[src/rtl/alu_execute_unit.sv]
// alu_execute_unit: execute-stage ALU with one-cycle logic/arithmetic ops and
// an iterative shift-add multiplier that holds off the front of the pipe
// through a valid/ready handshake while it runs.
module alu_execute_unit #(
  parameter int WIDTH = 32
) (
  input  logic             clk,
  input  logic             rst,
  input  logic             flush,
  input  logic             in_valid,
  output logic             in_ready,
  input  logic [3:0]       Alucontrol,
  input  logic [WIDTH-1:0] A,
  input  logic [WIDTH-1:0] B,
  output logic             out_valid,
  output logic [WIDTH-1:0] Result,
  output logic             Zero,
  output logic             Overflow
);

  localparam int CW = (WIDTH > 1) ? $clog2(WIDTH) : 1;
  localparam logic [CW-1:0] LAST_COUNT = CW'(WIDTH - 1);

  localparam logic [3:0] OP_AND = 4'b0000;
  localparam logic [3:0] OP_OR  = 4'b0001;
  localparam logic [3:0] OP_ADD = 4'b0010;
  localparam logic [3:0] OP_SUB = 4'b0110;
  localparam logic [3:0] OP_SLT = 4'b0111;
  localparam logic [3:0] OP_NOR = 4'b1100;
  localparam logic [3:0] OP_MUL = 4'b1000;

  typedef enum logic {
    ST_IDLE = 1'b0,
    ST_MUL  = 1'b1
  } state_t;

  state_t            state_q, state_d;
  logic [WIDTH-1:0]  mcand_q, mcand_d;
  logic [WIDTH-1:0]  mplier_q, mplier_d;
  logic [WIDTH-1:0]  acc_q, acc_d;
  logic [CW-1:0]     count_q, count_d;
  logic [WIDTH-1:0]  result_q, result_d;
  logic              zero_q, zero_d;
  logic              overflow_q, overflow_d;
  logic              out_valid_q, out_valid_d;

  logic [WIDTH-1:0]  sum;
  logic [WIDTH-1:0]  diff;
  logic [WIDTH-1:0]  alu_res;
  logic              alu_ovf;
  logic [WIDTH-1:0]  acc_step;

  // Ready depends only on state and reset so the hazard unit never sees a loop through in_valid.
  assign in_ready  = (state_q == ST_IDLE) && !rst;
  assign out_valid = out_valid_q;
  assign Result    = result_q;
  assign Zero      = zero_q;
  assign Overflow  = overflow_q;

  // Single-cycle datapath: all one-cycle opcodes plus signed overflow for ADD/SUB.
  always_comb begin
    sum     = A + B;
    diff    = A - B;
    alu_res = '0;
    alu_ovf = 1'b0;
    case (Alucontrol)
      OP_AND: alu_res = A & B;
      OP_OR:  alu_res = A | B;
      OP_ADD: begin
        alu_res = sum;
        alu_ovf = (A[WIDTH-1] == B[WIDTH-1]) && (sum[WIDTH-1] != A[WIDTH-1]);
      end
      OP_SUB: begin
        alu_res = diff;
        alu_ovf = (A[WIDTH-1] != B[WIDTH-1]) && (diff[WIDTH-1] != A[WIDTH-1]);
      end
      OP_SLT: alu_res = {{(WIDTH-1){1'b0}}, ($signed(A) < $signed(B))};
      OP_NOR: alu_res = ~(A | B);
      default: begin
        alu_res = '0;
        alu_ovf = 1'b0;
      end
    endcase
  end

  // One shift-add iteration: the accumulator picks up the multiplicand when the multiplier LSB is set.
  always_comb begin
    acc_step = acc_q + (mplier_q[0] ? mcand_q : '0);
  end

  // Next-state and output logic; flush abandons any multiply and blocks acceptance this cycle.
  always_comb begin
    state_d     = state_q;
    mcand_d     = mcand_q;
    mplier_d    = mplier_q;
    acc_d       = acc_q;
    count_d     = count_q;
    result_d    = result_q;
    zero_d      = zero_q;
    overflow_d  = overflow_q;
    out_valid_d = 1'b0;
    if (flush) begin
      state_d = ST_IDLE;
    end else begin
      case (state_q)
        ST_IDLE: begin
          if (in_valid && in_ready) begin
            if (Alucontrol == OP_MUL) begin
              state_d  = ST_MUL;
              mcand_d  = A;
              mplier_d = B;
              acc_d    = '0;
              count_d  = '0;
            end else begin
              result_d    = alu_res;
              zero_d      = (alu_res == '0);
              overflow_d  = alu_ovf;
              out_valid_d = 1'b1;
            end
          end
        end
        ST_MUL: begin
          acc_d    = acc_step;
          mcand_d  = mcand_q << 1;
          mplier_d = mplier_q >> 1;
          count_d  = count_q + CW'(1);
          if (count_q == LAST_COUNT) begin
            result_d    = acc_step;
            zero_d      = (acc_step == '0);
            overflow_d  = 1'b0;
            out_valid_d = 1'b1;
            count_d     = '0;
            state_d     = ST_IDLE;
          end
        end
        default: state_d = ST_IDLE;
      endcase
    end
  end

  // State register with synchronous reset, which overrides flush and any multiply in flight.
  always_ff @(posedge clk) begin
    if (rst) begin
      state_q     <= ST_IDLE;
      mcand_q     <= '0;
      mplier_q    <= '0;
      acc_q       <= '0;
      count_q     <= '0;
      result_q    <= '0;
      zero_q      <= 1'b1;
      overflow_q  <= 1'b0;
      out_valid_q <= 1'b0;
    end else begin
      state_q     <= state_d;
      mcand_q     <= mcand_d;
      mplier_q    <= mplier_d;
      acc_q       <= acc_d;
      count_q     <= count_d;
      result_q    <= result_d;
      zero_q      <= zero_d;
      overflow_q  <= overflow_d;
      out_valid_q <= out_valid_d;
    end
  end

endmodule

[config.mk]
export PLATFORM = sky130hd
export DESIGN_NAME = alu_execute_unit
export DESIGN_NICKNAME = d
export VERILOG_FILES = /design/src/rtl/alu_execute_unit.sv
export SDC_FILE = /design/constraint.sdc
export NUM_CORES = 1
export LEC_CHECK = 0
export CAP_MARGIN = 30
export CORE_ASPECT_RATIO = 1.25
export CORE_MARGIN = 1
export CORE_UTILIZATION = 25
export DETAILED_ROUTE_END_ITERATION = 12
export PLACE_DENSITY = 0.44
export SLEW_MARGIN = 10
export SYNTH_ARGS = -nofsm -noshare
export SYNTH_HDL_FRONTEND = slang
export SYNTH_SLANG_ARGS = --single-unit
[constraint.sdc]
create_clock -name clk -period 5.1 [get_ports clk]
set_clock_uncertainty 0.2 [all_clocks]
set_input_delay 1.02 -clock clk [delete_from_list [all_inputs] [get_ports clk]]
set_output_delay 1.02 -clock clk [all_outputs]
set_load 0.1 [all_outputs]
# After elaboration in Yosys (flattened, before gate mapping)

Cells that the tools add are included.

Register bits: 137
Output and inout bits: 36
Input port bits: 72

Add/sub/neg operators: 4
Bitwise logic cells: 5
Multiplexer cells: 36
Equal/unequal tests: 15
Reductions and logical operators: 11
Magnitude comparators: 1

Operators by type and width:

| cell                                                                  | count |
|---|---|
| 32-bit 2-to-1 mux                                                     | 10 |
| 32-bit case mux with 2 select lines                                   | 4 |
| 32-bit case mux with 6 select lines                                   | 1 |
| 32-bit adder                                                          | 2 |
| 32-bit logical NOT                                                    | 2 |
| 32-bit bitwise AND                                                    | 1 |
| 32-bit less-than comparator                                           | 1 |
| 32-bit inverter                                                       | 1 |
| 32-bit bitwise OR                                                     | 1 |
| 32-bit subtractor                                                     | 1 |
| 5-bit 2-to-1 mux                                                      | 3 |
| 1-bit 2-to-1 mux                                                      | 12 |
| 1-bit case mux with 2 select lines                                    | 5 |
| 5-bit case mux with 2 select lines                                    | 1 |
| 4-bit by 3-bit equality test with 1-bit output, second input constant | 2 |
| 4-bit equality test, second input constant                            | 2 |
| 2-bit by 1-bit != test with 1-bit output, second input constant       | 3 |
| 5-bit by 1-bit adder with 5-bit output, second input constant         | 1 |
| 5-bit equality test, second input constant                            | 1 |
| 4-bit by 1-bit equality test with 1-bit output, second input constant | 1 |
| 4-bit by 2-bit equality test with 1-bit output, second input constant | 1 |
| 1-bit logical AND                                                     | 4 |
| 4-bit logical NOT                                                     | 1 |
| 4-bit AND reduction                                                   | 1 |
| 7 further kinds                                                       | 10 |

# Depth between registers and ports, before layout

Depth after elaboration: 7
Gate-level depth with buffers: 16
Depth with buffers taken out: 15

# Worst setup path after synthesis

OpenSTA, ideal clock, no wires.

Path type: input to register
Start point: in rst
End point: reg zero_q (netlist: Zero)
Arrival time: 4.593 ns
Slack: 0.247 ns
Stages: 13
Setup time: 0.060 ns
Path buffers: 1
Path through: clkbuf_1 > nor2_1 > and4bb_2 > or2_2 > o311ai_0 > nor3_1 > nand4_1 > nor4_1 > nand4_1 > or4_1 > nor4_1 > a41oi_1 > nand2_1

Longest elaborated chain between the ends: 5

Ends and longest elaborated chain:

| item                                               | line | RTL |
|---|---|---|
| from (decl)                                        | 8    | `input logic rst,` |
| 1-bit logical NOT                                  | 54   | `assign in_ready = (state_q == ST_IDLE) && !rst;` |
| 1-bit logical AND                                  | 54   |  |
| named net in_ready                                 | 11   | `output logic in_ready,` |
| 1-bit logical AND                                  | 107  | `if (in_valid && in_ready) begin` |
| 2-bit by 1-bit != test with 1-bit output (no line) | --   |  |
| 4-bit AND reduction (no line)                      | --   |  |
| to (signal assigned)                               | 160  | `zero_q <= zero_d;` |
| to (decl)                                          | 43   | `logic zero_q, zero_d;` |

The timed path passes the listed nets, and every way through them passes these cells.
A chain may end at the register's enable or synchronous reset.

# Worst setup path after layout

Start point: in A[1]
End point: reg zero_q (netlist: Zero)

Longest elaborated chain between the ends: 7
Elaborated cells on any way between the ends: 11
Classes of those cells: add/sub (2); order compare (1); mux (4); bitwise (3); reduce/logical (1)

Ends and longest elaborated chain:

| item                                                      | line | RTL |
|---|---|---|
| from (decl)                                               | 13   | `input logic [WIDTH-1:0] A,` |
| branches (longest 2 deep; another with 32-bit subtractor) | --   |  |
| 32-bit case mux with 6 select lines (*)                   | 66   | `case (Alucontrol)` |
| 32-bit logical NOT (*)                                    | 116  | `zero_d = (alu_res == '0);` |
| 1-bit 2-to-1 mux (*)                                      | 108  | `if (Alucontrol == OP_MUL) begin` |
| 1-bit 2-to-1 mux (*)                                      | 107  |  |
| 1-bit case mux with 2 select lines (*)                    | 105  | `case (state_q)` |

Mark *: on every way between the ends. The select of a mux whose other input is x is not followed.

==> summary.txt <==
Drt
  – Avg WL per Cell: 20.9 µm
  – ANT nets after route: 0
  – Routed wire length: 54000 µm
  – DRT iter0 DRCs: 933
  – Vias: 13726
  – Drt pass-1 iters: 5
  – Via-to-Cell Ratio: 5.31
  – DRC Markers: 0

Floorplan
  – Initial Util: 25.3%
  – Die span in x: 206 µm
  – Die Ht: 257 µm
  – Row cnt: 93
  – Die area: 52900 µm²
  – Core box area: 51400 µm²
  – Top Ports: 108

Pwr
  – Pwr Density: 219 nW/µm²
  – Worst ir drop on vdd: 0.187 mV
  – Pleak: 6.57 nW

Setup path
  – Setup CP Type: in -> reg
  – Reg2Reg Setup Slack: 400 ps
  – Worst-path fanout max: 4
  – Setup crit end kind: flip-flop
  – Worst EP arrival: 5100 ps
  – Buffer and inverter count on the worst path: 4
  – Worst EP required: 5310 ps
  – Worst R2R End: Zero
  – Worst reg2reg path depth: 14
  – Slowest library cell on the worst path: clkdlybuf4s50_1
  – Max incr delay on CP: 510 ps
  – Cells along the critical path: clkdlybuf4s50_1 -> inv_1 -> ha_1 -> a211oi_1 -> buf_4 -> o31ai_2 -> buf_4 -> a31oi_1 -> o211a_1 -> nor2_1 -> a2111oi_0 -> a21oi_1 -> nor4_1 -> nand4_1 -> nor4_2 -> nand2_1 -> nand2_1
  – Worst R2R Start: mcand_q[0]
  – CP Launch Type: input port
  – Delay-heaviest family, CP: compound AO/OA/AOI/OAI gates

Finish
  – Layout cells sized above 1: 13.0%
  – Synth-to-layout area growth: 27.1%
  – Antenna Diode Count: 0
  – Final #Nets: 2125
  – Register area: 2750 µm²
  – Area of the multi-input gates: 9420 µm²
  – Filler cell count: 5566
  – Design area: 16500 µm²

Timing
  – Fin crit share: 96.0%
  – Slew Viols, Final: 0
  – PnR worst setup slack: 205 ps
  – RSZ-0062 raised after global routing: no
  – Final Hold Viols: 0
  – Final setup vio count: 0
  – FMAX: 204 MHz
  – Post-layout min period: 4890 ps
  – Hold WS: 250 ps
  – Slew @ Worst Pin: 998 ps
  – Max-Slew Margin vs Limit: 33.2%

Synthesis
  – FF+latch count, synth: 137
  – Sequential area share after synthesis: 21.1%
  – Dominant synthesized flop cell: dfxtp_1
  – Distinct cells, synth: 87
  – Synthesized area: 13000 µm²
  – Synth top area cells: dfxtp_1 21%, ha_1 14%, nor2_1 6.4%
  – Synth area leader: dfxtp_1
  – Syn nets: 1938
  – Syn Area/Cell: 7.54 µm²
  – Area share of the leading cell type in the synthesized netlist: 21.1%
  – FFs w/ async S/R, synth: 0%
  – Syn. warnings: 0
  – Count leader, synth: nor2_1
  – Cells after synthesis: 1722
  – EDFF count, synth: 0
  – Commonest cells in the netlist: 222 x nor2_1, 141 x ha_1, 137 x dfxtp_1

Clock network
  – CTS Buffer Depth: 2
  – Setup bufs post-CTS: 0
  – Root Driver: clkbuf_16
  – Sink Count: 137
  – CTS hold repair buffers: 0
  – CTS tree: built
  – Skew-Pair Late Insertion Delay: 470 ps
  – Post-cts resize count: 0
  – H-tree Lvls: 4
  – Reg clk slew, reported paths: 80 ps
  – Cts bufs inserted: 17

Placed design
  – Number of port buffers: 107
  – Gpl congestion: 0.936
  – Dpl cell area: 15900 µm²
  – Final HPWL DP: 43300 µm
  – Placement Setup Slack: -206 ps

Min path
  – Worst min path class: reg -> reg
  – WHS Endpoint: Result[21]
  – HP Start: Result[21]
  – Hold depth: 2

GRT
  – Total grt overflow: 0
  – Overall Global Routing Usage: 20.7%
  – Largest net degree at the start of global routing: 86
  – First-pass GRT wire length: 83500 µm
  – Initial antenna violation count: 0
  – Vias in the first global route: 13798

Run status
  – Status: finished, final reports clean

Flow run
  – Max-cap violations: 0
-- layer usage --
| metal | vias to the layer above | global-route usage [%] | routed length, µm |
|---|---|---|---|
| met2 | 346 | 35.6 | 26500 |
| met1 | 6585 | 26.2 | 23800 |
| li1 | 6724 | - | - |
| met3 | 71 | 2.67 | 2210 |
| met5 | - | 0 | 0 |
| met4 | 0 | 7.11 | 1460 |
-- flip-flops by register name (all words and copies together), names as in the netlist --
register and cells:
out_valid 1, Zero 1, mplier_q 32, acc_q 32, Overflow 1, Result 32
state_q 1, mcand_q 32, count_q 5
-- cell type report --
| class | instances | share of cell area, % |
|---|---|---|
| Clock buffer | 18 | 2.73 |
| Clock inverter | 14 | 1.24 |
| Timing Repair Buffer | 284 | 14.8 |
| Multi-Input combinational cell | 1360 | 57.1 |
| Tap cell | 665 | 5.04 |
| Sequential cell | 137 | 16.6 |
| Inverter | 109 | 2.48 |
-- layout by cell type, fill, tap and decap left out, types with 9 or more instances in the layout --
cell type,n
a221oi_1,25
nand2_1,113
and2_1,37
a211oi_1,87
dfxtp_1,136
o22ai_1,9
buf_4,175
a31oi_1,13
nor2_1,219
o211a_1,10
o21a_1,16
inv_1,107
nor4_1,18
nor2b_1,11
a221o_1,15
o211ai_1,25
a21o_1,18
nand4_1,19
nor3_1,28
a22oi_1,11
clkdlybuf4s50_1,105
xnor2_1,21
nand3_1,26
nand2b_1,11
clkbuf_16,18
ha_1,141
a21oi_1,131
o31ai_1,13
xor2_1,13
o21ai_0,83
mux2i_1,67
a22o_1,18
-- cell families (layout without fill, tap and decap cells) --
group / count (synthesis) / count (layout) / synth area share (%)
fa+ha+maj: 144 / 144 / 14.0
flops: 137 / 137 / 21.1
simple gates: 536 / 536 / 19.4
compound gates: 578 / 578 / 31.2
mux: 68 / 68 / 5.25
buf+inv: 225 / 425 / 6.70
xor+xnor: 34 / 34 / 2.29
-- worst min-delay path, cell delays in order, from the launching register on --
cell	delay (ps)
dfxtp_1	310
nand2_1	50
a21oi_1	50
-- report_power, final --
| group | total, mW | leakage, nW | switching, mW | internal, mW |
|---|---|---|---|---|
| Clock | 1.44 | 0.319 | 0.579 | 0.859 |
| Combinational | 1.08 | 5.14 | 0.661 | 0.418 |
| Sequential | 1.10 | 1.11 | 0.0118 | 1.09 |
| Total | 3.61 | 6.57 | 1.25 | 2.36 |
-- through the flow --
step	TNS (ps)	power, mW	cells	util, %
2_1_floorplan	0	1.71	1722	-
3_3_place_gp	-311	2.19	2554	30.8
3_5_place_dp	-342	2.19	2555	30.8
4_1_cts	0	3.66	2587	32.1
5_1_grt	0	3.79	2587	32.1
6_report	0	3.61	2587	32.1
-- worst max path at each step --
stage / startpoint / to / slack [ps] / cells past startpoint
finish: A[1] / Zero / 210 / 17
global route: B[0] / Result[28] / 80 / 17
CTS: A[1] / Zero / 280 / 17
detailed placement: A[1] / Zero / -210 / 17
global placement: A[1] / Zero / -180 / 17
floorplan: rst / Zero / 250 / 13
No activity file was read; power rests on OpenSTA's default activity.
